### src/rtl/alu_arb_pkg.sv
// ---------------------------------------------------------------------------
// alu_arb_pkg
// Purpose : shared types and constants for the alu_share_arbiter block.
//           Holds the function codes, the FSM state enum, the operand latch
//           payload and the fixed widths.
// Ports   : none (package).
// Config  : ALU_ARB_STATS_EN (optional per-requester grant counters) is
//           consumed by alu_arb_if and alu_share_arbiter, not here.
// ---------------------------------------------------------------------------
package alu_arb_pkg;

   localparam int unsigned OP_W  = 4;
   localparam int unsigned RES_W = 8;
   localparam int unsigned FN_W  = 2;
   localparam int unsigned CNT_W = 8;

   localparam logic [FN_W-1:0] FN_ADD = 2'd0;
   localparam logic [FN_W-1:0] FN_OR  = 2'd1;
   localparam logic [FN_W-1:0] FN_AND = 2'd2;
   localparam logic [FN_W-1:0] FN_CAT = 2'd3;

   typedef enum logic [1:0] {
      IDLE = 2'd0,
      EXEC = 2'd1,
      RESP = 2'd2
   } state_e;

   // Operands and function code captured from the winning requester
   typedef struct packed {
      logic [OP_W-1:0] a;
      logic [OP_W-1:0] b;
      logic [FN_W-1:0] fn;
   } op_t;

endpackage

### src/rtl/alu_arb_if.sv
// ---------------------------------------------------------------------------
// alu_arb_if
// Purpose : bundles the two requester channels and the shared response
//           signals of alu_share_arbiter.
// Signals : Req0/A0/B0/Fn0, Req1/A1/B1/Fn1 (requester -> arbiter)
//           Ack0, Ack1, Result, GrantId, Busy (arbiter -> requesters)
//           Count0, Count1 only when ALU_ARB_STATS_EN is defined.
// Modports: master = requester side, slave = arbiter side.
// ---------------------------------------------------------------------------
interface alu_arb_if;
   import alu_arb_pkg::*;

   logic             Req0;
   logic [OP_W-1:0]  A0;
   logic [OP_W-1:0]  B0;
   logic [FN_W-1:0]  Fn0;
   logic             Req1;
   logic [OP_W-1:0]  A1;
   logic [OP_W-1:0]  B1;
   logic [FN_W-1:0]  Fn1;
   logic             Ack0;
   logic             Ack1;
   logic [RES_W-1:0] Result;
   logic             GrantId;
   logic             Busy;

`ifdef ALU_ARB_STATS_EN
   logic [CNT_W-1:0] Count0;
   logic [CNT_W-1:0] Count1;

   modport master (
      output Req0, A0, B0, Fn0, Req1, A1, B1, Fn1,
      input  Ack0, Ack1, Result, GrantId, Busy, Count0, Count1
   );
   modport slave (
      input  Req0, A0, B0, Fn0, Req1, A1, B1, Fn1,
      output Ack0, Ack1, Result, GrantId, Busy, Count0, Count1
   );
`else
   modport master (
      output Req0, A0, B0, Fn0, Req1, A1, B1, Fn1,
      input  Ack0, Ack1, Result, GrantId, Busy
   );
   modport slave (
      input  Req0, A0, B0, Fn0, Req1, A1, B1, Fn1,
      output Ack0, Ack1, Result, GrantId, Busy
   );
`endif

endinterface

### src/rtl/alu_share_arbiter_alu4.sv
// ---------------------------------------------------------------------------
// alu4
// Purpose : purely combinational 4-bit ALU with four functions:
//           add (ripple carry, carry out in bit 4), reduction OR of both
//           operands, reduction AND of both operands, concatenation.
// Ports   : i_a, i_b  operands (OP_W)
//           i_fn      function code (FN_W)
//           o_res_c   combinational result (RES_W)
// ---------------------------------------------------------------------------
module alu4
   import alu_arb_pkg::*;
(
   input  logic [OP_W-1:0]  i_a,
   input  logic [OP_W-1:0]  i_b,
   input  logic [FN_W-1:0]  i_fn,
   output logic [RES_W-1:0] o_res_c
);

   logic [OP_W-1:0] w_sum;
   logic            w_carry;

   // Ripple-carry adder; the carry is threaded through a single variable
   always_comb begin
      w_carry = 1'b0;
      w_sum   = '0;
      for (int i = 0; i < int'(OP_W); i++) begin
         w_sum[i] = i_a[i] ^ i_b[i] ^ w_carry;
         w_carry  = (i_a[i] & i_b[i]) | (w_carry & (i_a[i] ^ i_b[i]));
      end
   end

   // Function select
   always_comb begin
      o_res_c = '0;
      case (i_fn)
         FN_ADD:  o_res_c = {3'b000, w_carry, w_sum};
         FN_OR:   o_res_c = {7'b0000000, |{i_a, i_b}};
         FN_AND:  o_res_c = {7'b0000000, &{i_a, i_b}};
         FN_CAT:  o_res_c = {i_a, i_b};
         default: o_res_c = '0;
      endcase
   end

endmodule

### src/rtl/alu_share_arbiter.sv
// ---------------------------------------------------------------------------
// alu_share_arbiter
// Purpose : round-robin arbiter and IDLE/EXEC/RESP sequencer sharing one
//           alu4 between two level-requesting clients. One operation per
//           three cycles; registered result with a one-cycle Ack pulse.
// Ports   : Clock  rising-edge clock
//           Reset  asynchronous, active-high reset
//           bus    alu_arb_if.slave (requests/operands in; Ack0/Ack1,
//                  Result, GrantId, Busy, optional Count0/Count1 out)
// Config  : ALU_ARB_STATS_EN adds saturating 8-bit grant counters
//           Count0/Count1 on the interface.
// ---------------------------------------------------------------------------
module alu_share_arbiter
   import alu_arb_pkg::*;
(
   input  logic     Clock,
   input  logic     Reset,
   alu_arb_if.slave bus
);

   state_e           r_state, w_state_nxt;
   op_t              r_op, w_op_nxt;
   logic             r_grant, w_grant_nxt;
   logic             r_last, w_last_nxt;
   logic             r_ack0, w_ack0_nxt;
   logic             r_ack1, w_ack1_nxt;
   logic             r_busy, w_busy_nxt;
   logic [RES_W-1:0] r_result, w_result_nxt;
   logic [RES_W-1:0] w_alu_res;
   logic             w_win;

   alu4 u_alu4 (
      .i_a     (r_op.a),
      .i_b     (r_op.b),
      .i_fn    (r_op.fn),
      .o_res_c (w_alu_res)
   );

   // State register and registered outputs
   always_ff @(posedge Clock or posedge Reset) begin
      if (Reset) begin
         r_state  <= IDLE;
         r_op     <= '0;
         r_grant  <= 1'b0;
         r_last   <= 1'b1;
         r_ack0   <= 1'b0;
         r_ack1   <= 1'b0;
         r_busy   <= 1'b0;
         r_result <= '0;
      end else begin
         r_state  <= w_state_nxt;
         r_op     <= w_op_nxt;
         r_grant  <= w_grant_nxt;
         r_last   <= w_last_nxt;
         r_ack0   <= w_ack0_nxt;
         r_ack1   <= w_ack1_nxt;
         r_busy   <= w_busy_nxt;
         r_result <= w_result_nxt;
      end
   end

   // Next state and next registered outputs
   always_comb begin
      w_state_nxt  = r_state;
      w_op_nxt     = r_op;
      w_grant_nxt  = r_grant;
      w_last_nxt   = r_last;
      w_result_nxt = r_result;
      w_ack0_nxt   = 1'b0;
      w_ack1_nxt   = 1'b0;
      w_busy_nxt   = 1'b0;

      // On a tie the requester not granted last wins
      w_win = (bus.Req0 && bus.Req1) ? ~r_last : bus.Req1;

      case (r_state)
         IDLE: begin
            if (bus.Req0 || bus.Req1) begin
               w_state_nxt = EXEC;
               w_grant_nxt = w_win;
               w_busy_nxt  = 1'b1;
               w_op_nxt    = w_win ? '{a: bus.A1, b: bus.B1, fn: bus.Fn1}
                                   : '{a: bus.A0, b: bus.B0, fn: bus.Fn0};
            end
         end
         EXEC: begin
            // Ack is registered, so it is raised on entry to RESP
            w_state_nxt  = RESP;
            w_result_nxt = w_alu_res;
            w_busy_nxt   = 1'b1;
            w_ack0_nxt   = ~r_grant;
            w_ack1_nxt   = r_grant;
         end
         RESP: begin
            w_state_nxt = IDLE;
            w_last_nxt  = r_grant;
         end
         default: w_state_nxt = IDLE;
      endcase
   end

   assign bus.Ack0    = r_ack0;
   assign bus.Ack1    = r_ack1;
   assign bus.Result  = r_result;
   assign bus.GrantId = r_grant;
   assign bus.Busy    = r_busy;

`ifdef ALU_ARB_STATS_EN
   localparam logic [CNT_W-1:0] CNT_MAX = '1;

   logic [CNT_W-1:0] r_cnt0, w_cnt0_nxt;
   logic [CNT_W-1:0] r_cnt1, w_cnt1_nxt;

   // Saturating per-requester completion counters
   always_comb begin
      w_cnt0_nxt = r_cnt0;
      w_cnt1_nxt = r_cnt1;
      if (r_state == RESP) begin
         if (!r_grant && (r_cnt0 != CNT_MAX)) w_cnt0_nxt = r_cnt0 + CNT_W'(1);
         if (r_grant && (r_cnt1 != CNT_MAX))  w_cnt1_nxt = r_cnt1 + CNT_W'(1);
      end
   end

   always_ff @(posedge Clock or posedge Reset) begin
      if (Reset) begin
         r_cnt0 <= '0;
         r_cnt1 <= '0;
      end else begin
         r_cnt0 <= w_cnt0_nxt;
         r_cnt1 <= w_cnt1_nxt;
      end
   end

   assign bus.Count0 = r_cnt0;
   assign bus.Count1 = r_cnt1;
`endif

endmodule

### src/flat_wrapper.sv
// flat-port wrapper written by rule: the top's interface ports become plain ports
module alu_share_arbiter_flat import alu_arb_pkg::*;
  (Clock, Reset, bus_Req0, bus_A0, bus_B0, bus_Fn0, bus_Req1, bus_A1, bus_B1, bus_Fn1, bus_Ack0, bus_Ack1, bus_Result, bus_GrantId, bus_Busy);
  alu_arb_if bus_i ();
  input  logic Clock;
  input  logic Reset;
  input wire logic [$bits(bus_i.Req0)-1:0] bus_Req0;
  input wire logic [$bits(bus_i.A0)-1:0] bus_A0;
  input wire logic [$bits(bus_i.B0)-1:0] bus_B0;
  input wire logic [$bits(bus_i.Fn0)-1:0] bus_Fn0;
  input wire logic [$bits(bus_i.Req1)-1:0] bus_Req1;
  input wire logic [$bits(bus_i.A1)-1:0] bus_A1;
  input wire logic [$bits(bus_i.B1)-1:0] bus_B1;
  input wire logic [$bits(bus_i.Fn1)-1:0] bus_Fn1;
  output wire logic [$bits(bus_i.Ack0)-1:0] bus_Ack0;
  output wire logic [$bits(bus_i.Ack1)-1:0] bus_Ack1;
  output wire logic [$bits(bus_i.Result)-1:0] bus_Result;
  output wire logic [$bits(bus_i.GrantId)-1:0] bus_GrantId;
  output wire logic [$bits(bus_i.Busy)-1:0] bus_Busy;
  assign bus_i.Req0 = bus_Req0;
  assign bus_i.A0 = bus_A0;
  assign bus_i.B0 = bus_B0;
  assign bus_i.Fn0 = bus_Fn0;
  assign bus_i.Req1 = bus_Req1;
  assign bus_i.A1 = bus_A1;
  assign bus_i.B1 = bus_B1;
  assign bus_i.Fn1 = bus_Fn1;
  assign bus_Ack0 = bus_i.Ack0;
  assign bus_Ack1 = bus_i.Ack1;
  assign bus_Result = bus_i.Result;
  assign bus_GrantId = bus_i.GrantId;
  assign bus_Busy = bus_i.Busy;
  alu_share_arbiter u_core (.Clock(Clock), .Reset(Reset), .bus(bus_i));
endmodule
### config.mk
export PLATFORM = sky130hd
export DESIGN_NAME = alu_share_arbiter_flat
export DESIGN_NICKNAME = d
export VERILOG_FILES = /design/src/rtl/alu_arb_pkg.sv /design/src/rtl/alu_arb_if.sv /design/src/rtl/alu_share_arbiter_alu4.sv /design/src/rtl/alu_share_arbiter.sv /design/src/flat_wrapper.sv
export SDC_FILE = /design/constraint.sdc
export NUM_CORES = 1
export LEC_CHECK = 0
export CORE_ASPECT_RATIO = 0.9
export CORE_UTILIZATION = 50
export DETAILED_ROUTE_END_ITERATION = 16
export PLACE_DENSITY = 0.92
export SLEW_MARGIN = 15
export SYNTH_ARGS = -nofsm -noshare
export SYNTH_HDL_FRONTEND = slang
export SYNTH_SLANG_ARGS = --single-unit
### constraint.sdc
create_clock -name Clock -period 3.6 [get_ports Clock]
set_input_delay 0.72 -clock Clock [delete_from_list [all_inputs] [get_ports Clock]]
set_output_delay 0.72 -clock Clock [all_outputs]
set_load 0.005 [all_outputs]
==> flow_results.xml <==
<?xml version="1.0" encoding="UTF-8"?>
<metrics>
  <group name="timing">
    <metric name="worst_pin_slew" unit="ns">0.927</metric>
    <metric name="layout_min_cycle_time" unit="ns">2.24</metric>
    <metric name="number_of_hold_slack_violations_in_the_final_timing_report" unit="">0</metric>
    <metric name="max_slew_margin" unit="%">38.1</metric>
    <metric name="rsz_0062_raised_after_global_routing" unit="">no</metric>
    <metric name="slew_viol_final" unit="">0</metric>
    <metric name="final.setup_skew" unit="ns">0.00477</metric>
    <metric name="finalSetupTns" unit="ns">0</metric>
    <metric name="final-setup-viol-count" unit="">0</metric>
    <metric name="clock.fmax" unit="GHz">0.446</metric>
    <metric name="timing.final.crit_share" unit="%">62.3</metric>
  </group>
  <group name="worst_setup_path">
    <metric name="required" unit="ns">3.85</metric>
    <metric name="kind_of_capture_point_of_the_worst_setup_path" unit="">register</metric>
    <metric name="criticalPathCategory" unit="">reg -&gt; reg</metric>
    <metric name="worst-r2r-setup-slack" unit="ns">1.36</metric>
    <metric name="worst-path-max-fanout" unit="">4</metric>
    <metric name="crit-reg2reg-launch" unit="">u_core.r_op[2]$_DFFE_PP0P_</metric>
    <metric name="critical_path.reg2reg.endpoint" unit="">u_core.bus.Result[3]$_DFFE_PP0P_</metric>
    <metric name="worst_r2r_path_depth" unit="">10</metric>
    <metric name="critPathArrivalTime" unit="ns">2.50</metric>
    <metric name="startpoint_type" unit="">register</metric>
  </group>
  <group name="clock_network">
    <metric name="cts_hold_buffers" unit="">0</metric>
    <metric name="numCtsBuffers" unit="">3</metric>
    <metric name="clockBufferDepth" unit="">2</metric>
    <metric name="post-cts-setup-buffers" unit="">0</metric>
    <metric name="cts.clk_slew.worst_paths" unit="ns">0.13</metric>
    <metric name="clock_insertion_delay_worst_skew" unit="ns">0.32</metric>
    <metric name="cts_tree" unit="">done</metric>
    <metric name="post_cts_sizing" unit="">0</metric>
    <metric name="clock-sinks" unit="">25</metric>
    <metric name="root_buffer" unit="">clkbuf_4</metric>
    <metric name="cts_htree_levels" unit="">1</metric>
  </group>
  <group name="place">
    <metric name="dpl_cell_area" unit="µm²">1600</metric>
    <metric name="total_of_buffers_placed_on_input_and_output_ports" unit="">35</metric>
    <metric name="place.gp.congestion" unit="">0.789</metric>
    <metric name="dp_hpwl" unit="µm">2030</metric>
  </group>
  <group name="grt">
    <metric name="global_route_congestion_overflow_total" unit="">0</metric>
    <metric name="grt_pass1_vias" unit="">1091</metric>
    <metric name="grtUsageTotal" unit="%">23.6</metric>
    <metric name="grt_max_degree" unit="">26</metric>
    <metric name="grt_pass1_wl" unit="µm">4600</metric>
    <metric name="grt_antenna_before_repair" unit="">0</metric>
  </group>
  <group name="yosys">
    <metric name="yosysWarningCount" unit="">0</metric>
    <metric name="ys.flop_type" unit="">dfrtp_1</metric>
    <metric name="synthesis.area_per_instance" unit="µm²">10.3</metric>
    <metric name="syn_area" unit="µm²">1260</metric>
    <metric name="synth.yosys.seq_area_share" unit="%">49.9</metric>
    <metric name="synthesized_netlist_net_count" unit="">150</metric>
    <metric name="syn-instance-count" unit="">122</metric>
    <metric name="postSynthRegisterBits" unit="">25</metric>
    <metric name="async_flop_share" unit="%">100</metric>
    <metric name="yosys.area.top_type_share" unit="%">47.8</metric>
    <metric name="synth.distinct_cells" unit="">33</metric>
    <metric name="synth-edff-count" unit="">0</metric>
    <metric name="synth_top_cells_by_area" unit="">dfrtp_1 48%, mux2i_1 8.0%, fa_1 4.8%</metric>
    <metric name="synth_largest_area_cell" unit="">dfrtp_1</metric>
  </group>
  <group name="layout">
    <metric name="nets_final" unit="">185</metric>
    <metric name="layout.cell_area.non_filler" unit="µm²">1630</metric>
    <metric name="most-common-layout-cells" unit="">35 x clkdlybuf4s50_1, 24 x dfrtp_1, 13 x nand2_1</metric>
    <metric name="layout-area-overhead-vs-synth" unit="%">29.5</metric>
    <metric name="antenna_cells_inserted" unit="">0</metric>
    <metric name="n_fill_cell" unit="">188</metric>
    <metric name="final_common_cell" unit="">clkdlybuf4s50_1</metric>
    <metric name="drive_above_1_share" unit="%">7.69</metric>
  </group>
  <group name="die">
    <metric name="num_io_pins" unit="">36</metric>
    <metric name="die_x" unit="µm">54.9</metric>
    <metric name="die_h" unit="µm">49.6</metric>
    <metric name="start_util" unit="%">55.1</metric>
    <metric name="die_area" unit="µm²">2720</metric>
    <metric name="placeable_core_region" unit="µm²">2280</metric>
    <metric name="placement_rows" unit="">16</metric>
  </group>
  <group name="min_path">
    <metric name="timing.hold.worst_endpoint" unit="">u_core.bus.Ack0$_DFF_PP0_</metric>
    <metric name="worstHoldPathType" unit="">reg -&gt; reg</metric>
    <metric name="min-delay-start" unit="">u_core.bus.GrantId$_DFFE_PP0P_</metric>
    <metric name="whs_path_depth" unit="">1</metric>
  </group>
  <group name="routing">
    <metric name="wl_met2" unit="µm">1390</metric>
    <metric name="via_density_per_instance" unit="">5.55</metric>
    <metric name="dr_total_vias" unit="">1015</metric>
    <metric name="drt-total-wl" unit="µm">2610</metric>
    <metric name="routed_wire_length_per_instance" unit="µm">14.3</metric>
    <metric name="met3RoutedLength" unit="µm">136</metric>
    <metric name="drcViolationCount" unit="">0</metric>
    <metric name="top_layer_used" unit="">met4</metric>
    <metric name="drtIter0Drc" unit="">18</metric>
    <metric name="router_iterations_before_antenna_repair" unit="">4</metric>
    <metric name="wl_met1" unit="µm">1060</metric>
    <metric name="drt.antenna.violating_nets" unit="">0</metric>
  </group>
  <group name="power">
    <metric name="ir_worst_vdd" unit="mV">0.528</metric>
    <metric name="power_leakage" unit="nW">0.720</metric>
    <metric name="fin_total_pwr" unit="W">0.00127</metric>
    <metric name="power.density_cell_area" unit="nW/µm²">781</metric>
  </group>
  <group name="run">
    <metric name="max_cap_viol_count" unit="">0</metric>
  </group>
  <group name="run_status">
    <metric name="run_status" unit="">finished, final reports clean</metric>
  </group>
</metrics>
critical path: stages (launching register included):
cell     delay (ns)
dfrtp_1        0.46
ha_1           0.22
inv_1          0.06
fa_1           0.16
inv_1          0.05
fa_1           0.36
inv_1          0.08
fa_1           0.40
nor3_1         0.14
a31oi_1        0.07
a21oi_1        0.18
kinds of logic (layout without fill, tap and decap cells):
family,Yosys count,after routing,synth area share (%)
AOI/OAI and AO/OA,29,29,15.8
adders and majority gates,4,4,5.77
and+or+nand+nor,35,35,12.9
DFF,25,25,49.9
muxes,10,10,7.96
buffers and inverters,19,53,7.66
registers in the layout, indices dropped and copies added (netlist names):
signal / count
u_core.bus.Ack1: 1
u_core.r_op: 10
u_core.bus.GrantId: 1
u_core.bus.Result: 8
u_core.r_state: 2
u_core.r_last: 1
u_core.bus.Busy: 1
u_core.bus.Ack0: 1
how the worst max path moves through the flow:
stage | from | to | slack (ns)
after floorplan | u_core.r_op[2]$_DFFE_PP0P_ | u_core.bus.Result[3]$_DFFE_PP0P_ | 1.58
after global placement | bus_Req1 | u_core.r_op[6]$_DFFE_PP0P_ | 1.33
after detailed placement | bus_Req1 | u_core.r_op[4]$_DFFE_PP0P_ | 1.24
after CTS | u_core.r_op[2]$_DFFE_PP0P_ | u_core.bus.Result[3]$_DFFE_PP0P_ | 1.37
after global routing | u_core.r_op[2]$_DFFE_PP0P_ | u_core.bus.Result[3]$_DFFE_PP0P_ | 1.23
final | u_core.r_op[2]$_DFFE_PP0P_ | u_core.bus.Result[3]$_DFFE_PP0P_ | 1.36
through the flow:
| step | hold slack (ns) | cells | util [%] | worst slack [ns] |
|---|---|---|---|---|
| 3_3_place_gp | 0.437 | 179 | 70.2 | 1.33 |
| 3_5_place_dp | 0.447 | 179 | 70.2 | 1.24 |
| 2_1_floorplan | 0.426 | 122 | - | 1.58 |
| 6_report | 0.466 | 183 | 71.3 | 1.36 |
| 5_1_grt | 0.497 | 183 | 71.3 | 1.23 |
| 4_1_cts | 0.477 | 183 | 71.3 | 1.37 |
final cells by class:
cell class / count / area (µm²) / share of cell area, %
tap: 27 / 33.8 / 2.08
clock buffer: 4 / 26.3 / 1.61
timing repair buffer: 36 / 358 / 22.0
multi-input combinational: 78 / 534 / 32.8
sequential: 25 / 627 / 38.5
inverter: 13 / 48.8 / 3.00
synth_stat cells, types with 2 or more instances:
cell      instances
o21ai_0          12
a21oi_1           3
a22o_1            2
nand2_1          13
nor2_1            9
mux2i_1          10
nor3_1            5
fa_1              3
a31oi_1           4
dfrtp_1          24
nand3_1           2
inv_1            12
a221oi_2          2
buf_2             2
routing by layer:
| metal | vias to the layer above | global-route usage [%] |
|---|---|---|
| met3 | 3 | 3.09 |
| met4 | 0 | 7.26 |
| met1 | 484 | 27.0 |
| li1 | 489 | - |
| met2 | 39 | 43.2 |
| met5 | - | 0 |
report_power, final:
group / internal, W / switching [W] / total, W / leakage (nW)
logic: 0.000295 / 0.000278 / 0.000573 / 0.395
clock network: 0.0000434 / 0.0000812 / 0.000125 / 0.0150
registers: 0.000416 / 0.000158 / 0.000574 / 0.310
Power figures use the tool's default switching activity.
